`src/rtl/pwm_pkg.sv`:
```
// Shared definitions for the PWM decoder: FSM encoding, default sizing and
// the MA drive-pair decode constants.
package pwm_pkg;

  localparam int unsigned CNT_W_DEF   = 16;
  localparam int unsigned TIMEOUT_DEF = 2000;

  localparam logic [1:0] MA_OFF = 2'b00;
  localparam logic [1:0] MA_FWD = 2'b10;
  localparam logic [1:0] MA_REV = 2'b01;
  localparam logic [1:0] MA_BRK = 2'b11;

  typedef enum logic [1:0] {
    IDLE      = 2'd0,
    WAIT_RISE = 2'd1,
    MEAS_HIGH = 2'd2,
    MEAS_LOW  = 2'd3
  } state_t;

  // Both drive codes carry an active PWM high phase; brake and off do not.
  function automatic logic ma_is_pulse(input logic [1:0] ma);
    return (ma == MA_FWD) || (ma == MA_REV);
  endfunction

endpackage

```
`src/rtl/pwm_sync_filter.sv`:
```
// Two-flop synchronizer for the MA pair; when PWM_DEC_FILTER_EN is defined a
// glitch filter follows that passes a value only after 3 identical samples.
module pwm_sync_filter
  import pwm_pkg::*;
(
  input  logic       div100_clk,
  input  logic       s_rst_n,
  input  logic [1:0] ma,
  output logic [1:0] ma_s
);

  logic [1:0] sync1;
  logic [1:0] sync2;

  // NOTE: sequential state uses non-blocking assignments so every flop samples
  // the pre-edge value of its source, which is what makes the chain a chain.
  always_ff @(posedge div100_clk or negedge s_rst_n) begin
    if (!s_rst_n) begin
      sync1 <= MA_OFF;
      sync2 <= MA_OFF;
    end else begin
      sync1 <= ma;
      sync2 <= sync1;
    end
  end

`ifdef PWM_DEC_FILTER_EN
  logic [1:0] hist1;
  logic [1:0] hist2;
  logic [1:0] held;
  logic       stable;

  // The newest sample joins two history taps; accept only when all three agree.
  assign stable = (sync2 == hist1) && (hist1 == hist2);
  assign ma_s   = stable ? sync2 : held;

  always_ff @(posedge div100_clk or negedge s_rst_n) begin
    if (!s_rst_n) begin
      hist1 <= MA_OFF;
      hist2 <= MA_OFF;
      held  <= MA_OFF;
    end else begin
      hist1 <= sync2;
      hist2 <= hist1;
      held  <= ma_s;
    end
  end
`else
  assign ma_s = sync2;
`endif

endmodule

```
`src/rtl/pwm_decoder.sv`:
```
// Decodes a motor-drive PWM pair into direction, enable, duty and period, with
// a sticky stall flag. Optional glitch filter: define PWM_DEC_FILTER_EN.
module pwm_decoder
  import pwm_pkg::*;
#(
  parameter int unsigned TIMEOUT = TIMEOUT_DEF,
  parameter int unsigned CNT_W   = CNT_W_DEF
) (
  input  logic             div100_clk,
  input  logic             s_rst_n,
  input  logic [1:0]       MA,
  input  logic             clr,
  output logic [CNT_W-1:0] duty,
  output logic [CNT_W-1:0] period,
  output logic             valid,
  output logic             direct,
  output logic             active,
  output logic             stall
);

  logic [1:0]       ma_s;
  logic             en_r;
  logic             pulse_r;
  logic             pulse_q;
  logic             dir_r;
  logic             dir_q;
  logic             ma_off;
  logic             rise;
  logic             fall;
  logic             dir_change;

  state_t           state;
  state_t           state_next;
  logic [CNT_W-1:0] cnt;
  logic [CNT_W-1:0] cnt_next;
  logic [CNT_W-1:0] cnt_inc;
  logic [CNT_W-1:0] high_time;
  logic [CNT_W-1:0] high_next;
  logic             load;
  logic             timeout;

  pwm_sync_filter u_sync (
    .div100_clk (div100_clk),
    .s_rst_n    (s_rst_n),
    .ma         (MA),
    .ma_s       (ma_s)
  );

  // Decode register: the third cycle of MA-to-pulse latency.
  always_ff @(posedge div100_clk or negedge s_rst_n) begin
    if (!s_rst_n) begin
      en_r    <= 1'b0;
      pulse_r <= 1'b0;
      pulse_q <= 1'b0;
      dir_r   <= 1'b0;
      dir_q   <= 1'b0;
    end else begin
      en_r    <= (ma_s != MA_OFF);
      pulse_r <= ma_is_pulse(ma_s);
      pulse_q <= pulse_r;
      dir_q   <= dir_r;
      if (ma_s == MA_FWD)      dir_r <= 1'b1;
      else if (ma_s == MA_REV) dir_r <= 1'b0;
    end
  end

  // Disable acts straight off the decoder input so IDLE and the zeroed
  // outputs land on the same edge as active falling.
  assign ma_off     = (ma_s == MA_OFF);
  assign rise       = pulse_r & ~pulse_q;
  assign fall       = ~pulse_r & pulse_q;
  assign dir_change = dir_r ^ dir_q;
  assign cnt_inc    = (&cnt) ? cnt : cnt + 1'b1;

  assign direct = dir_r;
  assign active = en_r;

  always_ff @(posedge div100_clk or negedge s_rst_n) begin
    if (!s_rst_n) begin
      state     <= IDLE;
      cnt       <= '0;
      high_time <= '0;
    end else begin
      state     <= state_next;
      cnt       <= cnt_next;
      high_time <= high_next;
    end
  end

  // NOTE: every signal driven here gets a default first, so no path through
  // the case can leave one unassigned and infer a latch.
  always_comb begin
    state_next = state;
    cnt_next   = cnt;
    high_next  = high_time;
    load       = 1'b0;
    timeout    = 1'b0;

    if (ma_off) begin
      state_next = IDLE;
      cnt_next   = '0;
    end else begin
      unique case (state)
        IDLE: begin
          cnt_next = '0;
          if (en_r) state_next = WAIT_RISE;
        end
        WAIT_RISE: begin
          if (!dir_change && rise) begin
            cnt_next   = '0;
            state_next = MEAS_HIGH;
          end
        end
        MEAS_HIGH: begin
          cnt_next = cnt_inc;
          if (dir_change) begin
            state_next = WAIT_RISE;
          end else if (fall) begin
            high_next  = cnt_inc;
            state_next = MEAS_LOW;
          end else if (32'(cnt_inc) >= TIMEOUT) begin
            timeout    = 1'b1;
            state_next = WAIT_RISE;
          end
        end
        MEAS_LOW: begin
          cnt_next = cnt_inc;
          if (dir_change) begin
            state_next = WAIT_RISE;
          end else if (rise) begin
            load       = 1'b1;
            cnt_next   = '0;
            state_next = MEAS_HIGH;
          end else if (32'(cnt_inc) >= TIMEOUT) begin
            timeout    = 1'b1;
            state_next = WAIT_RISE;
          end
        end
        default: state_next = IDLE;
      endcase
    end
  end

  // clr outranks a same-cycle load; a later load never clears stall.
  always_ff @(posedge div100_clk or negedge s_rst_n) begin
    if (!s_rst_n) begin
      duty   <= '0;
      period <= '0;
      valid  <= 1'b0;
      stall  <= 1'b0;
    end else begin
      valid <= 1'b0;
      if (clr) begin
        duty   <= '0;
        period <= '0;
        stall  <= 1'b0;
      end else if (ma_off) begin
        duty   <= '0;
        period <= '0;
      end else begin
        if (load) begin
          duty   <= high_time;
          period <= cnt_inc;
          valid  <= 1'b1;
        end
        if (timeout) stall <= 1'b1;
      end
    end
  end

endmodule

```
`config.mk`:
```
export PLATFORM = sky130hd
export DESIGN_NAME = pwm_decoder
export DESIGN_NICKNAME = d
export VERILOG_FILES = /design/src/rtl/pwm_pkg.sv /design/src/rtl/pwm_sync_filter.sv /design/src/rtl/pwm_decoder.sv
export SDC_FILE = /design/constraint.sdc
export NUM_CORES = 1
export LEC_CHECK = 0
export BUFFER_PORTS_ARGS = -buffer_cell sky130_fd_sc_hd__buf_2
export CORE_MARGIN = 4
export CORE_UTILIZATION = 55
export CTS_BUF_LIST = sky130_fd_sc_hd__clkbuf_4 sky130_fd_sc_hd__clkbuf_8
export CTS_CLUSTER_DIAMETER = 50
export CTS_CLUSTER_SIZE = 30
export DETAILED_ROUTE_END_ITERATION = 10
export PLACE_DENSITY_LB_ADDON = 0.2
export SYNTH_ARGS = -nofsm -noshare
export SYNTH_HDL_FRONTEND = slang
export SYNTH_SLANG_ARGS = --single-unit
```
`constraint.sdc`:
```
create_clock -name div100_clk -period 2.75 [get_ports div100_clk]
set_clock_uncertainty 0.1 [all_clocks]
set_input_delay 0 -clock div100_clk [delete_from_list [all_inputs] [get_ports div100_clk]]
set_output_delay 0 -clock div100_clk [all_outputs]
set_load 0.01 [all_outputs]
```
==> metrics, run 1 <==
run status finished, final reports clean; clock root cell clkbuf_8; Final Hold Violating Endpoints 0; Placer Congestion 0.844; Switch Pwr 568 uW; area share of the largest cell type after synthesis 56.7%; row count 28; Ports 41; post-route minimum period 2530 ps; CP max stage delay 480 ps; Rel. slew slack 38.5%; fmax 396 MHz; ys flop type dfrtp_1; Pint 1.78 mW; top cells by area, synth dfrtp_1, a22o_1, o21ai_0; Distinct cells, synth 46; worst hold slack 197 ps; Hold Path End u_sync.sync1[0]; Worst R2R End state[1]; Iteration-0 DRC Markers 223; number of global-route vias before repair 2461; sinks on the clock net 77; DRC Markers 0; Seq pwr share 50.5%; first-pass iteration count of the detailed router 4; drt wl/cell 16.5 um; # fillers 445; die area 0.00750 mm^2; Synth Cell Area 0.00340 mm^2; CTS Buffer Depth 2; Critical Path Sink Type flop; Mapped Cells 306; async set-reset flop share out of synthesis 100%; sequential fraction of the synthesis area 56.7%; Startpoint Class flop; vias 2520; CTS tree done; Worst EP arrival 2710 ps; maximum vdd ir drop 0.427 mV; first-pass GRT wire length 12300 um; pwr dens 594 mW/mm^2; worst path cell trace ha_2 > nand3_2 > nor3_1 > mux2i_1 > and4bb_1 > a211oi_4 > o2111a_1; Clk pin slew, worst setup/hold paths 80 ps; Post-synth EDFFs 0; worst hold start MA[0]; HPWL after DPL 4790 um; total grt overflow 0; clock latency on the worst-skew pair 350 ps; FF-to-FF setup slack 220 ps; Die Y 86.6 um; cts bufs inserted 9; RSZ-0062 raised after global routing no; syn_area_per_cell 11.1 um^2; IO Port Bufs 40; fraction of layout cells with a size suffix above 1 22.9%; biggest area consumer among synthesized cells dfrtp_1; core area 0.00596 mm^2; R2R cell count 7; r2r startpoint cnt[0]; Detailed Route WL 7090 um; Ys Warns 0; detailed-route vias per instance 5.87; largest net degree at the start of global routing 78; syn_nets 314; Max-cap violations 0; Starting Density 57.1%; fin crit share 91.8%; Nets 357; hold depth 2; H-tree levels 3; antenna violation net count after detailed routing 0; Slowest cell on crit path dfrtp_1; Setup violations, final 0; area growth from synthesis to layout 16.6%; Combinational Power Share 7.8%; initial antenna violation count 0; critical path peak fanout 8; Final Max Tran Viols 0; post-CTS setup buffers 0; Yosys reg bits 77; setup TNS 0 ps; Total GRT Usage 21.1%; Clock power frac 41.8%; die width 86.6 um; Crit path required time 2940 ps; Hold Path Class input port to flop; WS Path Type flop to flop; P_leak 1.91 nW; Worst-Margin Slew 923 ps; n_diodes 0; switching share of power 24.1%
==> critical path, delay by kind of cell (launching register included) <==
family          cells  cell delay (ps)
mux                 1              320
compound gates      2              500
flops               1              480
simple gates        3              780
fa+ha+maj           1              280
==> what timing repair did <==
item / 4_1_cts / 5_1_grt
endpoints found under the hold margin: 80 / 0
resized for setup: 0 / 1
hold buffers: 4 / 0
endpoints found under the setup margin: 0 / 3
==> flip-flops by register name (all words and copies together) (netlist names) <==
| register | cells |
|---|---|
| state | 2 |
| pulse_r | 1 |
| cnt | 16 |
| u_sync.ma_s | 2 |
| direct | 1 |
| dir_q | 1 |
| period | 16 |
| valid | 1 |
| active | 1 |
| stall | 1 |
| duty | 16 |
| u_sync.sync1 | 2 |
| pulse_q | 1 |
| high_time | 16 |
==> layout make-up <==
type	instances	area (um^2)	share of cell area, %
clock buffers	11	151	3.82
well taps	75	93.8	2.37
flip-flops and latches	77	1930	48.6
clock inverters	5	82.6	2.08
multi-input cells	202	1380	34.9
repair buffers	51	295	7.45
inverters	8	30.0	0.758
==> cells in the final DEF (no fill, tap or decap), types with 6 or more instances in the layout <==
cell / synthesis / layout
o21ai_0: 34 / 34
inv_1: 8 / 8
clkbuf_8: 0 / 11
mux2i_1: 6 / 6
a22o_1: 27 / 27
nand2_1: 39 / 39
nand4_1: 10 / 10
mux2_2: 8 / 8
buf_2: 5 / 39
buf_4: 1 / 8
nor2_1: 11 / 11
dfrtp_1: 77 / 77
==> worst max-delay path by stage <==
stage | from | end | slack (ps) | depth (start not counted)
6_report | cnt[0] | state[1] | 220 | 7
5_1_grt | cnt[0] | stall | 30 | 7
4_1_cts | cnt[0] | state[1] | 180 | 7
3_5_place_dp | cnt[0] | state[1] | 200 | 7
3_3_place_gp | cnt[0] | state[1] | 280 | 7
2_1_floorplan | cnt[1] | state[1] | 520 | 7
==> metrics by stage <==
step	power [mW]	cell area (um^2)	std cells	setup WS (ps)	util, %
3_5_place_dp	1.39	3690	409	197	61.9
5_1_grt	2.45	3960	429	25.2	66.5
6_report	2.35	3960	429	225	66.5
2_1_floorplan	1.32	3400	306	517	-
4_1_cts	2.37	3960	429	185	66.5
3_3_place_gp	1.38	3690	409	276	61.9
==> cell families after synthesis <==
group	after synthesis	synth area share [%]
flip-flops	77	56.7
adder cells (fa/ha/maj)	3	1.10
XOR/XNOR	7	1.80
multiplexers	14	4.42
buffers and inverters	27	3.28
AND/OR/NAND/NOR	92	14.5
AO/OA/AOI/OAI	86	18.3
==> synthesized netlist by cell type (2+ instances only) <==
cell type,number
nor3_1,4
dfrtp_1,77
inv_1,8
o21ai_0,34
a21oi_1,2
o31ai_1,5
ha_1,3
nand3_1,5
buf_2,5
a22o_1,27
mux2i_1,6
nor4_1,3
a211oi_1,2
nand2b_1,5
xor2_1,2
nand2_1,39
mux2_2,8
and4_1,4
a31oi_1,3
nand4_1,10
xnor2_1,5
clkbuf_1,13
nor2_1,11
a21o_1,3
==> layer usage <==
metal / wire, um / track usage (%) / vias up
met5: 0 / 0 / -
li1: - / - / 1203
met1: 3360 / 30.4 / 1230
met4: 115 / 7.93 / 0
met2: 3190 / 30.9 / 75
met3: 425 / 5.42 / 12
==> power by group through the flow <==
stage / clock, mW / combinational, mW / sequential, mW
floorplan: 0 / 0.119 / 1.20
global placement: 0 / 0.175 / 1.21
detailed placement: 0 / 0.179 / 1.21
CTS: 0.999 / 0.184 / 1.19
global route: 1.05 / 0.208 / 1.19
finish: 0.983 / 0.183 / 1.19
(Power assumes the default switching activity.)
==> run 2, diff against run 1 <==
CORE_UTILIZATION = 60   (was 55)
==> run 2 against run 1 <==
  * Register-to-register slack got worse by 96 ps
  * Final cell count is the same
  * Clock power fell by 6.9%
  * Global-route usage rose by 1.7 points
  * Combinational power about the same
  * Wire length increased by 4.0%
  * Die area fell by 7.6%
  * Flip-flop and latch count unchanged
  * Non-clock buffer count is 3 higher
  * Worst hold slack better by 3.6 ps
  * Critical path depth unchanged
  * First-iteration DRC count decreased by 33%
  * Largest cell class unchanged
==> metrics, run 2 (synthesis results as in run 1) <==
Placer Congestion 0.879 (+4.2%); antenna violation net count after detailed routing 0 (unchanged); vias 2588 (+2.7%); cts bufs inserted 9 (unchanged); Crit path required time 2920 ps (-20 ps); switching share of power 24.6% (+0.50 points); Final Max Tran Viols 0 (unchanged); total grt overflow 0 (unchanged); CTS tree done; Startpoint Class flop; Worst-Margin Slew 917 ps (-5.66 ps); Post-Layout Cell Count 429 (unchanged); Setup violations, final 0 (unchanged); number of global-route vias before repair 2546 (+3.5%); Final Hold Violating Endpoints 0 (unchanged); P_leak 1.93 nW (+1.4%); Rel. slew slack 38.9% (+0.38 points); IO Port Bufs 40 (unchanged); Seq pwr share 52.0% (+1.5 points); Nets 360 (+0.84%); Iteration-0 DRC Markers 150 (-33%); worst hold slack 201 ps (+3.64 ps); Max-cap violations 0 (unchanged); WS Path Type flop to flop; Final Util 72.7% (+6.1 points); fmax 382 MHz (-3.7%); Critical Path Sink Type flop; run status finished, final reports clean; largest net degree at the start of global routing 78 (unchanged); setup TNS 0 ps (unchanged); pwr dens 571 mW/mm^2 (-3.8%); first-pass iteration count of the detailed router 5 (+1); Switch Pwr 563 uW (-0.87%); Total GRT Usage 22.8% (+1.7 points); die width 83.3 um (-3.9%); Die Y 83.3 um (-3.9%); Clk pin slew, worst setup/hold paths 80 ps (about the same); placed cells 407 (-0.49%); RSZ-0062 raised after global routing no; Ports 41 (unchanged); DRC Markers 0 (unchanged); Worst EP arrival 2790 ps (+80 ps); commonest non-fill, non-tap cells in the layout dfrtp_1, nand2_1, buf_2; HPWL after DPL 4970 um (+3.7%); clock latency on the worst-skew pair 340 ps (about the same); H-tree levels 3 (unchanged); Detailed Route WL 7380 um (+4.0%); # fillers 382 (-14%); die area 0.00693 mm^2 (-7.6%); fraction of layout cells with a size suffix above 1 24.4% (+1.5 points); maximum vdd ir drop 0.367 mV (-14%); critical path peak fanout 8 (unchanged); Starting Density 61.7% (+4.7 points); Combinational Power Share 8.0% (+0.2 points); detailed-route vias per instance 6.03 (+2.7%); sinks on the clock net 77 (unchanged); core area 0.00551 mm^2 (-7.5%); first-pass GRT wire length 12800 um (+4.1%); leading cell type in the layout, fill and taps excluded dfrtp_1; area growth from synthesis to layout 17.7%; row count 27 (-3.6%); Clock power frac 40.0% (-1.8 points); clock root cell clkbuf_8; n_diodes 0 (unchanged); Hold Path Class input port to flop; drt wl/cell 17.2 um (+4.0%); CTS Buffer Depth 2 (unchanged); fin crit share 95.3% (+3.5 points); initial antenna violation count 0 (unchanged); post-route minimum period 2620 ps (+95.7 ps); Pint 1.72 mW (-3.5%)
==> run 2: final cells by class <==
| type | instances | area [um^2] | area share [%] |
|---|---|---|---|
| inverters | 8 | 30.0 | 0.750 |
| flip-flops and latches | 77 | 1930 | 48.2 |
| well taps | 72 | 90.1 | 2.25 |
| repair buffers | 54 | 330 | 8.26 |
| clock buffers | 12 | 165 | 4.13 |
| clock inverters | 4 | 52.6 | 1.31 |
| multi-input cells | 202 | 1410 | 35.1 |
==> run 2: final timing paths <==
path	start	endpoint	slack [ps]	depth (start not counted)
setup reg to reg	cnt[0]	state[1]	130	7
hold / removal	MA[0]	u_sync.sync1[0]	200	2
min in group asynchronous	s_rst_n	high_time[0]	240	2
hold reg to reg	u_sync.sync1[1]	u_sync.ma_s[1]	260	0
max in group asynchronous	s_rst_n	duty[11]	1720	2
setup / recovery	cnt[0]	state[1]	130	7
==> run 2: power groups by stage <==
| stage | logic [mW] | registers [mW] | clock network (mW) |
|---|---|---|---|
| floorplan | 0.119 | 1.20 | 0 |
| global placement | 0.175 | 1.21 | 0 |
| detailed placement | 0.178 | 1.21 | 0 |
| CTS | 0.183 | 1.19 | 0.925 |
| global route | 0.206 | 1.19 | 0.983 |
| finish | 0.183 | 1.19 | 0.915 |
==> run 2: per-layer routing <==
layer | GRT usage [%] | wire length [um] | up-vias
li1 | - | - | 1210
met1 | 32.4 | 3380 | 1294
met2 | 34.7 | 3500 | 78
met3 | 5.06 | 431 | 6
met4 | 8.17 | 63 | 0
met5 | 0 | 0 | -
==> run 2: critical path, cell delays in order, from the launching register on <==
cell and delay [ps]:
dfrtp_1 480, ha_2 300, nand3_2 260, nor3_1 320, mux2i_1 330, and4bb_1 290, a211oi_4 290, o2111a_1 200
==> run 2: metrics by stage <==
step	setup slack, ps	total power [mW]	instance area (um^2)
floorplan	517	1.32	3400
global placement	288	1.38	3700
detailed placement	207	1.39	3700
CTS	68.1	2.30	3960
global route	0.850	2.38	4000
finish	129	2.29	4000
==> run 2: repair_timing <==
action,4_1_cts,5_1_grt
hold buffers,4,0
setup endpoints to repair,0,3
setup buffers,0,2
resized for setup,0,5
endpoints found under the hold margin,80,0
